`src/rtl/regfile_wb_arbiter_if.sv`:
```
// Writeback, scoreboard and register-file write bus for regfile_wb_arbiter.
// REGFILE_WB_BYPASS_EN adds the byp_hit_1/byp_hit_2/byp_data signals.
interface regfile_wb_arbiter_if #(
    parameter int unsigned DATA_W = 24
);
    logic              alu_valid;
    logic              alu_ready;
    logic [4:0]        alu_index;
    logic [DATA_W-1:0] alu_data;
    logic              mem_valid;
    logic              mem_ready;
    logic [4:0]        mem_index;
    logic [DATA_W-1:0] mem_data;
    logic              issue_valid;
    logic [4:0]        issue_index;
    logic [4:0]        rd_index_1;
    logic [4:0]        rd_index_2;
    logic              rd_busy_1;
    logic              rd_busy_2;
    logic              sb_err;
    logic [4:0]        rf_write_index;
    logic [DATA_W-1:0] rf_write_data;
    logic              rf_write_enable;
`ifdef REGFILE_WB_BYPASS_EN
    logic              byp_hit_1;
    logic              byp_hit_2;
    logic [DATA_W-1:0] byp_data;
`endif

    modport master (
        output alu_valid, alu_index, alu_data,
        output mem_valid, mem_index, mem_data,
        output issue_valid, issue_index, rd_index_1, rd_index_2,
        input  alu_ready, mem_ready, rd_busy_1, rd_busy_2, sb_err,
        input  rf_write_index, rf_write_data, rf_write_enable
`ifdef REGFILE_WB_BYPASS_EN
        , input byp_hit_1, byp_hit_2, byp_data
`endif
    );

    modport slave (
        input  alu_valid, alu_index, alu_data,
        input  mem_valid, mem_index, mem_data,
        input  issue_valid, issue_index, rd_index_1, rd_index_2,
        output alu_ready, mem_ready, rd_busy_1, rd_busy_2, sb_err,
        output rf_write_index, rf_write_data, rf_write_enable
`ifdef REGFILE_WB_BYPASS_EN
        , output byp_hit_1, byp_hit_2, byp_data
`endif
    );
endinterface

```
`src/rtl/regfile_wb_arbiter.sv`:
```
// Round-robin arbiter of ALU/load writebacks onto one register-file write port, with a
// pending-write scoreboard. Optional write-stage bypass under REGFILE_WB_BYPASS_EN.
module regfile_wb_arbiter #(
    parameter int unsigned DATA_W    = 24,
    parameter int unsigned SHORT_W   = 16,
    parameter int unsigned LONG_BASE = 28
) (
    input  logic                 clk,
    input  logic                 rst_n,
    regfile_wb_arbiter_if.slave  bus
);

    typedef enum logic {GrAlu, GrMem} grant_e;

    grant_e            r_last_grant;
    logic [31:0]       r_busy;
    logic              r_sb_err;
    logic              r_wr_en;
    logic [4:0]        r_wr_index;
    logic [DATA_W-1:0] r_wr_data;

    logic              w_grant_alu;
    logic              w_grant_mem;
    logic              w_accept;
    logic [4:0]        w_idx;
    logic [DATA_W-1:0] w_data_raw;
    logic [DATA_W-1:0] w_data;
    logic [31:0]       w_busy_d;
    logic              w_err_set;

    // ALU wins unless the MEM side is also requesting and the ALU won last time.
    always_comb begin
        w_grant_alu = bus.alu_valid && (!bus.mem_valid || (r_last_grant == GrMem));
        w_grant_mem = bus.mem_valid && !w_grant_alu;
        w_accept    = w_grant_alu || w_grant_mem;
        w_idx       = w_grant_alu ? bus.alu_index : bus.mem_index;
        w_data_raw  = w_grant_alu ? bus.alu_data : bus.mem_data;
        if ({27'd0, w_idx} < LONG_BASE) begin
            w_data = {{(DATA_W - SHORT_W){1'b0}}, w_data_raw[SHORT_W-1:0]};
        end else begin
            w_data = w_data_raw;
        end
    end

    // Clear before set so a same-edge issue to the written index keeps it busy.
    always_comb begin
        w_busy_d  = r_busy;
        w_err_set = bus.issue_valid && r_busy[bus.issue_index];
        if (w_accept) begin
            w_busy_d[w_idx] = 1'b0;
        end
        if (bus.issue_valid) begin
            w_busy_d[bus.issue_index] = 1'b1;
        end
    end

    always_ff @(posedge clk or negedge rst_n) begin
        if (!rst_n) begin
            r_last_grant <= GrMem;
            r_busy       <= '0;
            r_sb_err     <= 1'b0;
            r_wr_en      <= 1'b0;
            r_wr_index   <= '0;
            r_wr_data    <= '0;
        end else begin
            r_busy   <= w_busy_d;
            r_sb_err <= r_sb_err || w_err_set;
            r_wr_en  <= w_accept;
            if (w_accept) begin
                r_wr_index   <= w_idx;
                r_wr_data    <= w_data;
                r_last_grant <= w_grant_alu ? GrAlu : GrMem;
            end
        end
    end

    assign bus.alu_ready       = w_grant_alu;
    assign bus.mem_ready       = w_grant_mem;
    assign bus.sb_err          = r_sb_err;
    assign bus.rf_write_enable = r_wr_en;
    assign bus.rf_write_index  = r_wr_index;
    assign bus.rf_write_data   = r_wr_data;

`ifdef REGFILE_WB_BYPASS_EN
    logic w_hit_1;
    logic w_hit_2;

    assign w_hit_1       = r_wr_en && (r_wr_index == bus.rd_index_1);
    assign w_hit_2       = r_wr_en && (r_wr_index == bus.rd_index_2);
    assign bus.byp_hit_1 = w_hit_1;
    assign bus.byp_hit_2 = w_hit_2;
    assign bus.byp_data  = r_wr_data;
    assign bus.rd_busy_1 = r_busy[bus.rd_index_1] && !w_hit_1;
    assign bus.rd_busy_2 = r_busy[bus.rd_index_2] && !w_hit_2;
`else
    assign bus.rd_busy_1 = r_busy[bus.rd_index_1];
    assign bus.rd_busy_2 = r_busy[bus.rd_index_2];
`endif

endmodule

```
`src/flat_wrapper.sv`:
```
// flat-port wrapper written by rule: the top's interface ports become plain ports
module regfile_wb_arbiter_flat 
#(
    parameter int unsigned DATA_W    = 24,
    parameter int unsigned SHORT_W   = 16,
    parameter int unsigned LONG_BASE = 28
)
  (clk, rst_n, bus_alu_valid, bus_alu_index, bus_alu_data, bus_mem_valid, bus_mem_index, bus_mem_data, bus_issue_valid, bus_issue_index, bus_rd_index_1, bus_rd_index_2, bus_alu_ready, bus_mem_ready, bus_rd_busy_1, bus_rd_busy_2, bus_sb_err, bus_rf_write_index, bus_rf_write_data, bus_rf_write_enable);
  regfile_wb_arbiter_if #(.DATA_W(DATA_W)) bus_i ();
  input  logic clk;
  input  logic rst_n;
  input wire logic [$bits(bus_i.alu_valid)-1:0] bus_alu_valid;
  input wire logic [$bits(bus_i.alu_index)-1:0] bus_alu_index;
  input wire logic [$bits(bus_i.alu_data)-1:0] bus_alu_data;
  input wire logic [$bits(bus_i.mem_valid)-1:0] bus_mem_valid;
  input wire logic [$bits(bus_i.mem_index)-1:0] bus_mem_index;
  input wire logic [$bits(bus_i.mem_data)-1:0] bus_mem_data;
  input wire logic [$bits(bus_i.issue_valid)-1:0] bus_issue_valid;
  input wire logic [$bits(bus_i.issue_index)-1:0] bus_issue_index;
  input wire logic [$bits(bus_i.rd_index_1)-1:0] bus_rd_index_1;
  input wire logic [$bits(bus_i.rd_index_2)-1:0] bus_rd_index_2;
  output wire logic [$bits(bus_i.alu_ready)-1:0] bus_alu_ready;
  output wire logic [$bits(bus_i.mem_ready)-1:0] bus_mem_ready;
  output wire logic [$bits(bus_i.rd_busy_1)-1:0] bus_rd_busy_1;
  output wire logic [$bits(bus_i.rd_busy_2)-1:0] bus_rd_busy_2;
  output wire logic [$bits(bus_i.sb_err)-1:0] bus_sb_err;
  output wire logic [$bits(bus_i.rf_write_index)-1:0] bus_rf_write_index;
  output wire logic [$bits(bus_i.rf_write_data)-1:0] bus_rf_write_data;
  output wire logic [$bits(bus_i.rf_write_enable)-1:0] bus_rf_write_enable;
  assign bus_i.alu_valid = bus_alu_valid;
  assign bus_i.alu_index = bus_alu_index;
  assign bus_i.alu_data = bus_alu_data;
  assign bus_i.mem_valid = bus_mem_valid;
  assign bus_i.mem_index = bus_mem_index;
  assign bus_i.mem_data = bus_mem_data;
  assign bus_i.issue_valid = bus_issue_valid;
  assign bus_i.issue_index = bus_issue_index;
  assign bus_i.rd_index_1 = bus_rd_index_1;
  assign bus_i.rd_index_2 = bus_rd_index_2;
  assign bus_alu_ready = bus_i.alu_ready;
  assign bus_mem_ready = bus_i.mem_ready;
  assign bus_rd_busy_1 = bus_i.rd_busy_1;
  assign bus_rd_busy_2 = bus_i.rd_busy_2;
  assign bus_sb_err = bus_i.sb_err;
  assign bus_rf_write_index = bus_i.rf_write_index;
  assign bus_rf_write_data = bus_i.rf_write_data;
  assign bus_rf_write_enable = bus_i.rf_write_enable;
  regfile_wb_arbiter #(.DATA_W(DATA_W), .SHORT_W(SHORT_W), .LONG_BASE(LONG_BASE)) u_core (.clk(clk), .rst_n(rst_n), .bus(bus_i));
endmodule
```
`config.mk`:
```
export PLATFORM = sky130hd
export DESIGN_NAME = regfile_wb_arbiter_flat
export DESIGN_NICKNAME = d
export VERILOG_FILES = /design/src/rtl/regfile_wb_arbiter_if.sv /design/src/rtl/regfile_wb_arbiter.sv /design/src/flat_wrapper.sv
export SDC_FILE = /design/constraint.sdc
export NUM_CORES = 1
export LEC_CHECK = 0
export ABC_AREA = 1
export BUFFER_PORTS_ARGS = -buffer_cell sky130_fd_sc_hd__buf_2
export CELL_PAD_IN_SITES_DETAIL_PLACEMENT = 1
export CELL_PAD_IN_SITES_GLOBAL_PLACEMENT = 1
export CORE_UTILIZATION = 39
export DETAILED_ROUTE_END_ITERATION = 10
export GPL_TIMING_DRIVEN = 0
export PLACE_DENSITY = 0.95
export SLEW_MARGIN = 10
export SYNTH_ARGS = -nofsm -noshare
export SYNTH_HDL_FRONTEND = slang
export SYNTH_SLANG_ARGS = --single-unit
```
`constraint.sdc`:
```
create_clock -name clk -period 2.68 [get_ports clk]
set_clock_uncertainty 0.2 [all_clocks]
set_input_delay 0.268 -clock clk [delete_from_list [all_inputs] [get_ports clk]]
set_output_delay 0.268 -clock clk [all_outputs]
set_load 0.03 [all_outputs]
```
==> metrics.cfg <==
[power_and_ir_drop]
p_per_area_mw_per_mm2=657.0
power.switching_fraction_pct=42.61
power_report.internal_total_mw=1.932
power.combinational.fraction_pct=33.2
power_leakage_nw=2.758
vdd_drop_max_mv=0.3415
p_seq_share_pct=42.8
power.net_switching_mw=1.434
clkPwrFrac_pct=24.1

[worst_setup_path]
cp.arrival_ns=2.09
reg2reg_setup_slack_ns=0.15
critical_path.reg2reg.startpoint=u_core.r_last_grant
critical_path_required_ns=2.21
critPathKind=in -> out
critical_path.max_fanout=10
crit_reg_reg_endpoint=u_core.bus.rf_write_data[10]
critPathLaunchType=input pin
worstSetupEndpointType=output port
r2r.worst_path.cells=8

[global_routing]
grtUsageMet2_pct=65.70
overflow=0
via_count_of_the_first_global_routing_pass=5520
grt_first_pass_wirelength_um=29190
antenna_found_initial=2
grt_usage_pct=38.31
globalRouteMet3Util_pct=7.798
grt_most_used_layer=met2
grt_util_met1_pct=42.89
grt_max_degree=65

[synthesis]
synth.cell_area_mm2=0.003882
distinct_cells_synth=24
avgSynthCellArea_um2=6.482
mappedNetlistNets=677
postSynthCellCount=599
yosysWarningCount=0
synth.yosys.seq_area_share_pct=41.28
synth-seq-cells=64

[floorplanning]
pin_count=113
chipWidth_um=101.8
rows=36
core_region_area_mm2=0.009729
initial_utilization_pct=39.90
design.die.area_mm2=0.01036
chipHeight_um=101.8

[placed_design]
detailed_place_hpwl_um=11250
place.gp.congestion=0.8862
io_buffers=107
dp.cells=839

[sta]
finalSetupTns_ns=0
grt_setup_unrepaired=no
slew_violations=0
setup_viol=0
worstMarginPinSlew_ns=1.220
post-route-min-period_ns=2.559
timing.slew.headroom_pct=18.01
highest_achievable_clock_rate_mhz=390.7
period_share_pct=95.50
finalHoldViolCount=0
holdWs_ns=0.05094

[clock_network]
cts.htree.levels=3
clock_sink_count=64
clockRootBuffer=sky130_fd_sc_hd__clkbuf_8
clock_insertion_delay_worst_skew_ns=0.36
cts-resized-gates=0
cts_tree=built
worst_setup_hold_path_clk_slew_ns=0.09
clockBufferDepth=2
cts_made_buffers=9

[job]
max-cap-violations=0

[drt]
via_count=5061
final_routed_wirelength_um=18750
antenna_left=0
routed_via_density=5.674
drt-wirelength-per-cell_um=21.02
number_of_detailed_route_iterations_in_the_first_pass=4
drc_errors=0
detailedRoute.firstIterationViolations=409

[finish]
post_route_cells_drive_above_1_share_pct=20.61
final_cells=892
final_nets=830
synthToLayoutAreaGrowth_pct=31.97

[hold_path]
hold_path_sink=u_core.bus.rf_write_data[23]
worstHoldStart=bus_mem_data[23]
hold_path.class=in -> reg
timing.hold.worst_path_depth=5

[outcome]
status=finished, final reports clean

## final cells by class
| type | instances | area, um^2 |
|---|---|---|
| antenna | 2 | 5.005 |
| buffer | 21 | 116.4 |
| clock buffer | 13 | 158.9 |
| clock inverter | 3 | 17.52 |
| fill | 1347 | 4606 |
| inverter | 34 | 127.6 |
| multi-input combinational | 480 | 2041 |
| sequential | 64 | 1603 |
| tap | 133 | 166.4 |
| timing repair buffer | 142 | 888.4 |
## repair_timing
item / 4_1_cts / 5_1_grt
hold buffers: 35 / 0
setup buffers: 0 / 0
endpoints found under the hold margin: 81 / 0
## cell usage after synthesis
master / count / share of area [%]
sky130_fd_sc_hd__nor3_2: 2 / 0.52
sky130_fd_sc_hd__buf_4: 2 / 0.39
sky130_fd_sc_hd__nand3_1: 73 / 9.4
sky130_fd_sc_hd__o21ai_2: 2 / 0.45
sky130_fd_sc_hd__dfrtp_1: 63 / 41
sky130_fd_sc_hd__dfstp_2: 1 / 0.68
sky130_fd_sc_hd__a21oi_2: 1 / 0.23
sky130_fd_sc_hd__nand2_2: 6 / 0.97
sky130_fd_sc_hd__nand3_2: 1 / 0.26
sky130_fd_sc_hd__buf_6: 2 / 0.58
sky130_fd_sc_hd__buf_2: 12 / 1.5
sky130_fd_sc_hd__nor3_1: 10 / 1.3
sky130_fd_sc_hd__clkinv_1: 1 / 0.097
sky130_fd_sc_hd__nor2_2: 1 / 0.16
sky130_fd_sc_hd__o21ai_1: 14 / 1.8
sky130_fd_sc_hd__clkbuf_1: 5 / 0.48
sky130_fd_sc_hd__nand2_1: 328 / 32
sky130_fd_sc_hd__and2_1: 2 / 0.32
sky130_fd_sc_hd__o21ai_0: 33 / 4.3
sky130_fd_sc_hd__nor2_1: 5 / 0.48
sky130_fd_sc_hd__a21boi_2: 1 / 0.29
sky130_fd_sc_hd__inv_2: 2 / 0.19
sky130_fd_sc_hd__nor2_4: 1 / 0.29
sky130_fd_sc_hd__inv_1: 31 / 3.0
## worst max-delay path by stage
stage,startpoint,cells past startpoint,end
floorplan,bus_rd_index_1[0],10,bus_rd_busy_1
global placement,bus_rd_index_1[0],10,bus_rd_busy_1
detailed placement,bus_rd_index_1[0],10,bus_rd_busy_1
CTS,bus_alu_valid,7,bus_alu_ready
global route,u_core.r_last_grant,6,bus_alu_ready
finish,bus_alu_valid,7,bus_alu_ready
## routing by layer
metal  vias up  wire, um
met1      2478      6913
li1       2203         -
met2       286      9408
met3        94      1266
met4         0      1160
met5         -         0
## power by group through the flow
stage | registers [mW] | logic, mW | clock network [mW]
5_1_grt | 1.45 | 1.21 | 0.838
6_report | 1.44 | 1.12 | 0.810
3_5_place_dp | 1.42 | 0.957 | 0
2_1_floorplan | 1.42 | 0.546 | 0
4_1_cts | 1.40 | 1.04 | 0.779
3_3_place_gp | 1.39 | 0.893 | 0
## worst max-delay path, cell delays in order
cell,delay [ns]
sky130_fd_sc_hd__dlygate4sd3_1,0.52
sky130_fd_sc_hd__buf_2,0.13
sky130_fd_sc_hd__a21boi_2,0.23
sky130_fd_sc_hd__buf_6,0.19
sky130_fd_sc_hd__buf_2,0.24
sky130_fd_sc_hd__buf_2,0.27
sky130_fd_sc_hd__buf_2,0.24
## state kept, by name (all words and copies together) (netlist names)
signal                      flops
u_core.r_busy                  32
u_core.bus.rf_write_enable      1
u_core.bus.rf_write_data       24
u_core.bus.sb_err               1
u_core.r_last_grant             1
u_core.bus.rf_write_index       5
## per-stage QoR
step | util, % | total power [mW] | area, um^2 | worst slack [ns]
final | 52.66 | 3.366 | 5124 | 0.1207
after global routing | 52.66 | 3.501 | 5124 | 0.04943
after CTS | 52.56 | 3.225 | 5114 | 0.1763
after detailed placement | 47.15 | 2.377 | 4587 | 0.5396
after global placement | 47.12 | 2.282 | 4584 | 0.6111
after floorplan | - | 1.966 | 3882 | 0.8577
## placed cells by master (no fill, tap or decap)
master	netlist	routed
sky130_fd_sc_hd__a21boi_2	1	1
sky130_fd_sc_hd__a21oi_2	1	1
sky130_fd_sc_hd__and2_1	2	2
sky130_fd_sc_hd__buf_2	12	118
sky130_fd_sc_hd__buf_4	2	3
sky130_fd_sc_hd__buf_6	2	2
sky130_fd_sc_hd__clkbuf_1	5	7
sky130_fd_sc_hd__clkbuf_8	0	11
sky130_fd_sc_hd__clkinv_1	1	1
sky130_fd_sc_hd__clkinv_2	0	2
sky130_fd_sc_hd__clkinvlp_4	0	1
sky130_fd_sc_hd__dfrtp_1	63	63
sky130_fd_sc_hd__dfstp_2	1	1
sky130_fd_sc_hd__diode_2	0	2
sky130_fd_sc_hd__dlygate4sd3_1	0	35
sky130_fd_sc_hd__inv_1	31	31
sky130_fd_sc_hd__inv_2	2	2
sky130_fd_sc_hd__nand2_1	328	328
sky130_fd_sc_hd__nand2_2	6	6
sky130_fd_sc_hd__nand3_1	73	73
sky130_fd_sc_hd__nand3_2	1	1
sky130_fd_sc_hd__nor2_1	5	5
sky130_fd_sc_hd__nor2_2	1	1
sky130_fd_sc_hd__nor2_4	1	1
sky130_fd_sc_hd__nor3_1	10	9
sky130_fd_sc_hd__nor3_2	2	3
sky130_fd_sc_hd__o21ai_0	33	33
sky130_fd_sc_hd__o21ai_1	14	14
sky130_fd_sc_hd__o21ai_2	2	2
## logic make-up (layout without fill, tap and decap cells)
kind of cell    after synthesis  count (layout)  share of synthesized area [%]
compound gates               51              51                          7.026
flops                        64              64                          41.28
other cells                   0               2                              0
simple gates                429             429                          45.41
buf+inv                      55             213                          6.284
Power figures use the tool's default switching activity.
